`config.mk`:
```
export PLATFORM = sky130hd
export DESIGN_NAME = uart_prog_loader
export DESIGN_NICKNAME = d
export VERILOG_FILES = /design/src/rtl/uart_prog_loader_pkg.sv /design/src/rtl/uart_rx_byte.sv /design/src/rtl/uart_prog_loader.sv
export SDC_FILE = /design/constraint.sdc
export NUM_CORES = 1
export LEC_CHECK = 0
export CAP_MARGIN = 5
export CORE_MARGIN = 5
export CORE_UTILIZATION = 50
export CTS_CLUSTER_DIAMETER = 100
export DETAILED_ROUTE_END_ITERATION = 7
export HOLD_SLACK_MARGIN = 0.06
export PLACE_DENSITY = 0.68
export SLEW_MARGIN = 0
export SYNTH_ARGS = -nofsm -noshare
export SYNTH_HDL_FRONTEND = slang
export SYNTH_SLANG_ARGS = --single-unit
export TNS_END_PERCENT = 1
```
`constraint.sdc`:
```
create_clock -name clk -period 5.7 [get_ports clk]
set_input_delay 1.14 -clock clk [delete_from_list [all_inputs] [get_ports clk]]
set_output_delay 1.14 -clock clk [all_outputs]
set_load 0.005 [all_outputs]
```
`src/rtl/uart_prog_loader_pkg.sv`:
```
// Shared constants and state encodings for the UART program loader and its byte receiver.
package uart_prog_loader_pkg;

    localparam logic [7:0] SYNC_BYTE = 8'hA5;

    typedef enum logic [2:0] {
        WAIT_SYNC,
        GET_LEN,
        GET_DATA,
        GET_SUM,
        DONE
    } load_state_t;

    typedef enum logic [1:0] {
        RX_IDLE,
        RX_START,
        RX_DATA,
        RX_STOP
    } rx_state_t;

endpackage

```
`src/rtl/uart_rx_byte.sv`:
```
// 8N1 UART byte receiver: 2-FF synchronizer, start-bit glitch rejection, centre sampling.
module uart_rx_byte
    import uart_prog_loader_pkg::*;
#(
    parameter int CLKS_PER_BIT = 434
) (
    input  logic       clk,
    input  logic       reset,
    input  logic       rx,
    output logic       rx_valid,
    output logic [7:0] rx_data,
    output logic       rx_ferr
);

    localparam int CNT_W = $clog2(CLKS_PER_BIT + 1);
    localparam int HALF  = CLKS_PER_BIT / 2;

    logic             rx_meta;
    logic             rx_sync;
    logic             rx_prev;
    rx_state_t        state;
    logic [CNT_W-1:0] baud_cnt;
    logic [2:0]       bit_cnt;
    logic [7:0]       shift;

    always_ff @(posedge clk or posedge reset) begin
        if (reset) begin
            rx_meta <= 1'b1;
            rx_sync <= 1'b1;
            rx_prev <= 1'b1;
        end else begin
            rx_meta <= rx;
            rx_sync <= rx_meta;
            rx_prev <= rx_sync;
        end
    end

    // The synchronizer and edge detect already cost two cycles of the start bit,
    // so the half-bit count starts at 2 to keep samples close to bit centres.
    always_ff @(posedge clk or posedge reset) begin
        if (reset) begin
            state    <= RX_IDLE;
            baud_cnt <= '0;
            bit_cnt  <= '0;
            shift    <= '0;
            rx_valid <= 1'b0;
            rx_data  <= '0;
            rx_ferr  <= 1'b0;
        end else begin
            rx_valid <= 1'b0;
            rx_ferr  <= 1'b0;
            case (state)
                RX_IDLE: begin
                    if (rx_prev && !rx_sync) begin
                        state    <= RX_START;
                        baud_cnt <= CNT_W'(2);
                    end
                end
                RX_START: begin
                    if (baud_cnt >= CNT_W'(HALF - 1)) begin
                        baud_cnt <= '0;
                        bit_cnt  <= '0;
                        state    <= rx_sync ? RX_IDLE : RX_DATA;
                    end else begin
                        baud_cnt <= baud_cnt + CNT_W'(1);
                    end
                end
                RX_DATA: begin
                    if (baud_cnt == CNT_W'(CLKS_PER_BIT - 1)) begin
                        baud_cnt <= '0;
                        shift    <= {rx_sync, shift[7:1]};
                        bit_cnt  <= bit_cnt + 3'd1;
                        if (bit_cnt == 3'd7) begin
                            state <= RX_STOP;
                        end
                    end else begin
                        baud_cnt <= baud_cnt + CNT_W'(1);
                    end
                end
                RX_STOP: begin
                    if (baud_cnt == CNT_W'(CLKS_PER_BIT - 1)) begin
                        baud_cnt <= '0;
                        state    <= RX_IDLE;
                        if (rx_sync) begin
                            rx_valid <= 1'b1;
                            rx_data  <= shift;
                        end else begin
                            rx_ferr  <= 1'b1;
                        end
                    end else begin
                        baud_cnt <= baud_cnt + CNT_W'(1);
                    end
                end
                default: state <= RX_IDLE;
            endcase
        end
    end

endmodule

```
`src/rtl/uart_prog_loader.sv`:
```
// Serial boot loader: receives a framed, checksummed program image over UART and
// writes it into instruction memory, holding the CPU until a load completes cleanly.
module uart_prog_loader
    import uart_prog_loader_pkg::*;
#(
    parameter int CLK_HZ         = 50_000_000,
    parameter int BAUD           = 115200,
    parameter int IMEM_WORDS     = 64,
    parameter int TIMEOUT_CYCLES = (CLK_HZ / BAUD) * 40
) (
    input  logic        clk,
    input  logic        reset,
    input  logic        usb_rx,
    output logic        cpu_hold,
    output logic        imem_we,
    output logic [31:0] imem_addr,
    output logic [31:0] imem_wdata,
    output logic        load_done,
    output logic        load_err
);

    localparam int CLKS_PER_BIT = CLK_HZ / BAUD;
    localparam int WORD_W       = $clog2(IMEM_WORDS + 1);
    localparam int IDLE_W       = $clog2(TIMEOUT_CYCLES + 1);

    logic              rx_valid;
    logic              rx_ferr;
    logic [7:0]        rx_data;
    load_state_t       state;
    logic [WORD_W-1:0] len;
    logic [WORD_W-1:0] word_idx;
    logic [1:0]        byte_idx;
    logic [7:0]        sum;
    logic [23:0]       word_reg;
    logic [IDLE_W-1:0] idle_cnt;
    logic              in_frame;
    logic              timeout;
    logic              abort_now;

    uart_rx_byte #(
        .CLKS_PER_BIT(CLKS_PER_BIT)
    ) u_rx (
        .clk     (clk),
        .reset   (reset),
        .rx      (usb_rx),
        .rx_valid(rx_valid),
        .rx_data (rx_data),
        .rx_ferr (rx_ferr)
    );

    assign in_frame = (state == GET_LEN) || (state == GET_DATA) || (state == GET_SUM);
    // A byte arriving in the timeout cycle wins over the timeout.
    assign timeout  = in_frame && !rx_valid && (idle_cnt == IDLE_W'(TIMEOUT_CYCLES - 1));

    always_comb begin
        abort_now = 1'b0;
        if (in_frame && (rx_ferr || timeout)) begin
            abort_now = 1'b1;
        end
        if (state == GET_LEN && rx_valid && (rx_data == 8'd0 || int'(rx_data) > IMEM_WORDS)) begin
            abort_now = 1'b1;
        end
        if (state == GET_SUM && rx_valid && rx_data != sum) begin
            abort_now = 1'b1;
        end
    end

    always_ff @(posedge clk or posedge reset) begin
        if (reset) begin
            state      <= WAIT_SYNC;
            len        <= '0;
            word_idx   <= '0;
            byte_idx   <= '0;
            sum        <= '0;
            word_reg   <= '0;
            idle_cnt   <= '0;
            cpu_hold   <= 1'b1;
            imem_we    <= 1'b0;
            imem_addr  <= '0;
            imem_wdata <= '0;
            load_done  <= 1'b0;
            load_err   <= 1'b0;
        end else begin
            imem_we <= 1'b0;
            if (!in_frame || rx_valid) begin
                idle_cnt <= '0;
            end else begin
                idle_cnt <= idle_cnt + IDLE_W'(1);
            end

            // Words already written stay in memory; only the flags record the failure.
            if (abort_now) begin
                load_err <= 1'b1;
                cpu_hold <= 1'b1;
                state    <= WAIT_SYNC;
            end else begin
                case (state)
                    WAIT_SYNC, DONE: begin
                        if (rx_valid && rx_data == SYNC_BYTE) begin
                            state     <= GET_LEN;
                            cpu_hold  <= 1'b1;
                            load_done <= 1'b0;
                            load_err  <= 1'b0;
                        end
                    end
                    GET_LEN: begin
                        if (rx_valid) begin
                            len      <= WORD_W'(rx_data);
                            word_idx <= '0;
                            byte_idx <= '0;
                            sum      <= '0;
                            state    <= GET_DATA;
                        end
                    end
                    GET_DATA: begin
                        if (rx_valid) begin
                            word_reg <= {rx_data, word_reg[23:8]};
                            sum      <= sum + rx_data;
                            byte_idx <= byte_idx + 2'd1;
                            if (byte_idx == 2'd3) begin
                                imem_we    <= 1'b1;
                                imem_addr  <= 32'(word_idx) << 2;
                                imem_wdata <= {rx_data, word_reg};
                                word_idx   <= word_idx + WORD_W'(1);
                                if (word_idx == len - WORD_W'(1)) begin
                                    state <= GET_SUM;
                                end
                            end
                        end
                    end
                    GET_SUM: begin
                        if (rx_valid) begin
                            state     <= DONE;
                            load_done <= 1'b1;
                            cpu_hold  <= 1'b0;
                        end
                    end
                    default: state <= WAIT_SYNC;
                endcase
            end
        end
    end

endmodule

```
; ---- After elaboration in Yosys (flattened, before gate mapping)
; Cells that the tools add are included.
[classes]
addsub = 7
n_lt_le_gt_ge = 2
eq_ne = 30
mux = 55
bitwise = 1
n_reduce_logical = 41
[op_table]
columns = operator, n
row1 = $mux W3, 9
row2 = $mux W9, 3
row3 = $pmux W9 S3, 1
row4 = $mux W7, 3
row5 = $mux W1, 20
row6 = $ne A2 B1 Y1 const B, 9
row7 = $mux W2, 8
row8 = $mux W8, 2
row9 = $pmux W8 S2, 1
row10 = $add A15 B1 Y15 const B, 1
row11 = $eq A15 B15 Y1 const B, 1
row12 = $mux W15, 1
row13 = $ne A3 B2 Y1 const B, 5
row14 = $reduce_and A3 Y1, 5
row15 = $pmux W7 S2, 1
row16 = $pmux W3 S4, 1
row17 = $reduce_and A4 Y1, 3
row18 = $reduce_and A5 Y1, 2
row19 = $reduce_bool A2 Y1, 5
row20 = $add A9 B1 Y9 const B, 1
row21 = $eq A9 B9 Y1 const B, 1
row22 = $ge A9 B8 Y1 const B, 1
row23 = $logic_and A1 B1 Y1, 9
row24 = $add A8 B8 Y8, 1
row25 = other kinds (29), 42
[word_totals]
ff_bits = 144
inputBits = 3
word_cells = 159

; ---- Depth between registers and ports, before layout
[depth]
word_depth = 12
ltp_mapped = 10
ltp_nobuf = 8

; ---- Hierarchy
; From an unflattened synthesis, not the netlist that was laid out.
[hier_totals]
cells_unflattened = 569
hier_area_um2 = 7008.0
[modules_own_cells]
columns = module, instances, cells_per_inst, area_each_um2
row1 = uart_prog_loader, 1, 428, 5336.4
row2 = uart_rx_byte, 1, 141, 1671.6

; ---- Least setup slack after synthesis
; Ideal clock, no wire load.
[synth_path]
kind = register to register
startpoint = register u_rx.rx_data[1]
endpoint = register sum[7]
setup_time_ns = 0.126
t_arrival_ns = 2.123
required_ns = 5.574
slack_ns = 3.451
stages_incl_launch_ff = 9
synth_period_minus_slack_ns = 2.249
path_cell_list = dfrtp_1 ha_1 nor4_1 nand3_1 a2bb2oi_4 nand3_4 a21o_1 buf_6 a221o_1
[synth_between]
elab_chain_len = 7
elab_cells_between_ends = 13
classes_between = add/sub: 1 / order compare: 1 / eq/ne: 1 / mux: 4 / bitwise: 1 / reduce/logical: 5
[synth_lines]
columns = element, line
row1 = start: declaration, uart_rx_byte.sv:11  ; output logic [7:0] rx_data,
row2 = start signal: assignment, uart_rx_byte.sv:86  ; rx_data <= shift;
row3 = $gt A8 B7 Y1 / $logic_not A8 Y1 (equally long branches), uart_prog_loader.sv:60  ; if (state == GET_LEN && rx_valid && (rx_data == 8'd0 || int'(rx_data) > IMEM_WORDS)) begin
row4 = $logic_or A1 B1 Y1, uart_prog_loader.sv:60
row5 = $logic_and A1 B1 Y1, uart_prog_loader.sv:60
row6 = $mux W1, uart_prog_loader.sv:60
row7 = $mux W1, uart_prog_loader.sv:63  ; if (state == GET_SUM && rx_valid && rx_data != sum) begin
row8 = $not A1 Y1 (no source line), n/a
row9 = $reduce_and A4 Y1 (no source line), n/a
row10 = end signal: assignment, uart_prog_loader.sv:118  ; sum <= sum + rx_data;
row11 = end: declaration, uart_prog_loader.sv:33  ; logic [7:0] sum;
; Parallel ways exist; a longest one is shown, timed or not. The select of a mux whose other input is x is not followed.
; A chain may end at the register's enable or synchronous reset.

; ---- Worst setup path in the final report
[layout_path]
startpoint = register u_rx.rx_data[4]
endpoint = register sum[7]
; The elaborated chain is that of the path after synthesis.

==> results by group <==
GRT
  – Initial antenna violation count: 0
  – Grt total ovfl: 0
  – GRT Total Usage: a little under a fifth
  – Largest net degree at the start of global routing: about 100
  – First-pass GRT wire length: 23800 µm
  – Vias in the first global route: between 4000 and 5000

Yosys
  – Sequential fraction of the synthesis area: a little over half
  – Synth cell types: 57
  – Post-synth EDFFs: 0
  – Main area contributors after synthesis: dfrtp_1 (51%), mux2_2 (8.3%), nand2_1 (6.8%)
  – Top-area cell type share of the netlist area: 51.4%
  – Synthesis warning total: 0
  – Post-Synthesis Cells: 642
  – Cell taking the most area after synthesis: dfrtp_1
  – FF+latch count, synth: between 100 and 150
  – Avg Inst Size Synth: 10.6 µm²
  – Post-Synthesis Cell Area: 6820 µm²
  – Post-synth ARST share: between 90% and 100%
  – Top FF cell, synth: dfrtp_1

Route
  – DRC viols: 0
  – Drt wl/cell: approximately 16 µm
  – Via/cell ratio: about 5.5
  – Routed wire length: approximately 14000 µm
  – DR pass1 iterations: 5
  – Antenna Nets Post-Route: 0
  – Vias: 4781
  – Detailed Route Iter0 Violations: around 450

Worst setup path
  – CP required: about 6.1 ns
  – Slowest stage delay, CP: a little under 0.8 ns
  – Origin of the critical flop-to-flop path: u_rx.rx_data[4]
  – Most used cell along the critical path: nand3_1
  – Flop2flop setup slack: roughly 2.6 ns
  – Critical path capture point type: register
  – Crit path to: sum[7]
  – Crit-path max FO: 26
  – CP cell instances: ha_1 > nor4_1 > nand3_1 > a2bb2oi_4 > nand3_1 > nor3b_1 > a221o_1
  – Depth of the most critical reg-to-reg path: 7
  – Setup crit start kind: register
  – Worst setup path startpoint: u_rx.rx_data[4]
  – Kind of critical path: register to register
  – Worst r2r dst: sum[7]
  – Critical Path AT: ~3.5 ns
  – Crit-path slowest cell: nand3_1

Hold path
  – Hold/Removal Path Class: register to register

Cells and area
  – Max FFs per register: 32
  – Area added between synthesis and finish: 16.3%
  – Commonest non-fill, non-tap cells in the layout: dfrtp_1 (140), nand2_1 (124), mux2_2 (50)
  – Final net count: between 700 and 800
  – FF+latch area: between 3000 and 4000 µm²
  – Fill count: ~1100
  – # diodes: 0
  – Most common cell after layout, fill and taps aside: dfrtp_1
  – Share of cells above drive strength 1: a little over an eighth
  – Multi-input gate area: between 2000 and 3000 µm²

Floorplan
  – Initial Utilization: around half
  – Io pins: approximately 70
  – DIE HEIGHT: ~130 µm
  – Die ar.: ~16000 µm²
  – Core area: ~13000 µm²
  – Cell row count: 42
  – Die width: 127 µm

STA
  – Final hold viol count: 0
  – F_max: roughly 320 MHz
  – Tightest Pin Transition: about 1.0 ns
  – # setup viols final: 0
  – Clk_skew: 0.00761 ns
  – Max-slew violation count: 0
  – Fraction of the cycle the final worst path needs: 54.7%
  – Setup WS post-layout: 2.58 ns
  – Unrepaired setup endpoints after global routing: false
  – Fin crit period: 3.12 ns
  – Sum Neg Setup Slack: 0 ns
  – Slew headroom: a little under a third

Clocking
  – Postcts setup bufs: 0
  – Sink Count: 144
  – Number of H-tree levels: 4
  – Post-cts resize count: 0
  – CTS tree: done
  – Worst-Skew Late Latency: ~0.42 ns
  – Total CTS buffers: 17
  – Max clock buf depth: 2
  – Root cell of the clock tree: clkbuf_16
  – Clk slew on worst S/H paths: 0.06 ns
  – Post-CTS Hold Buffers: 0

Power and ir drop
  – Clock power frac: between 40% and 50%
  – Reg power frac: between 40% and 50%
  – P per Cell Area: approximately 300 nW/µm²
  – Pleak: 3.90 nW
  – Comb power frac: 9.4%
  – Sw Ratio: 23.9%
  – Maximum vdd drop: 0.254 mV
  – Sw Pwr: 0.585 mW
  – Int Power: approximately 1.9 mW

Placement
  – # port buffers: 45
  – Dpl hpwl: between 9000 and 10000 µm
  – Placer congestion estimate: slightly below 0.9
  – DP Worst Slack: 2.61 ns

Flow run
  – Max-cap viol count: 0

Run status
  – Status: completed
[synth_stat cells (all sizes together), types with 4 or more instances]
library cell / number
a21o: 8
a21oi: 18
a22o: 4
a31oi: 7
and2: 4
and3: 9
buf: 37
clkbuf: 9
dfrtp: 140
dfstp: 4
ha: 20
inv: 18
mux2: 54
nand2: 124
nand3: 23
nand4: 6
nor2: 28
nor2b: 4
nor3: 10
o21ai: 37
o31ai: 7
or3: 10
xnor2: 17
xor2: 8
[worst max-delay path: cells and delay by family (launching register included)]
kind / cells / cell delay (ns)
DFF: 1 / 0.45
AOI/OAI and AO/OA: 2 / 0.48
adders and majority gates: 1 / 0.39
and+or+nand+nor: 4 / 1.73
[layer usage]
| layer | global-route usage [%] | wire [µm] | vias to the layer above |
|---|---|---|---|
| met2 | 29.6 | 6780 | 135 |
| met5 | 0 | 0 | - |
| li1 | - | - | 2256 |
| met4 | 6.94 | 291 | 0 |
| met3 | 4.50 | 655 | 32 |
| met1 | 23.5 | 6190 | 2358 |
[worst min-delay path by stage]
stage                   end    startpoint  cells past startpoint
6_report       u_rx.rx_sync  u_rx.rx_meta                      0
4_1_cts        u_rx.rx_sync  u_rx.rx_meta                      0
3_3_place_gp   u_rx.rx_sync  u_rx.rx_meta                      0
3_5_place_dp   u_rx.rx_sync  u_rx.rx_meta                      0
2_1_floorplan  u_rx.rx_sync  u_rx.rx_meta                      0
5_1_grt        u_rx.rx_sync  u_rx.rx_meta                      0
[power by group through the flow]
stage                     clock (mW)  combinational, mW  sequential (mW)
final                           1.14              0.229             1.07
after global routing            1.21              0.264             1.07
after CTS                       1.17              0.230             1.07
after detailed placement           0              0.228             1.09
after global placement             0              0.219             1.09
after floorplan                    0              0.187             1.08
[metrics by stage]
step | area (µm²) | utilization [%] | cells | hold slack, ns | power (mW)
global placement | 7310 | 55.0 | 843 | 0.350 | 1.30
CTS | 7930 | 59.7 | 875 | 0.358 | 2.47
floorplan | 6910 | - | 666 | 0.345 | 1.27
global route | 7930 | 59.7 | 875 | 0.362 | 2.55
finish | 7930 | 59.7 | 875 | 0.357 | 2.44
detailed placement | 7310 | 55.0 | 843 | 0.349 | 1.32
[final cells by class]
type	instances	area share, %
sequential	144	45.5
clock buffer	24	6.20
clock inverter	8	1.59
multi-input combinational	457	37.1
tap	176	2.78
timing repair buffer	47	5.87
inverter	19	0.962
[cell families after synthesis]
family	Yosys count	synth area share (%)
and+or+nand+nor	233	15.9
muxes	55	9.06
DFF	144	52.9
other	1	0.0550
xor gates and xnor gates	25	3.21
adders and majority gates	21	3.96
buffers and inverters	65	5.28
AOI/OAI and AO/OA	98	9.59
No activity file was read; power rests on OpenSTA's default activity.
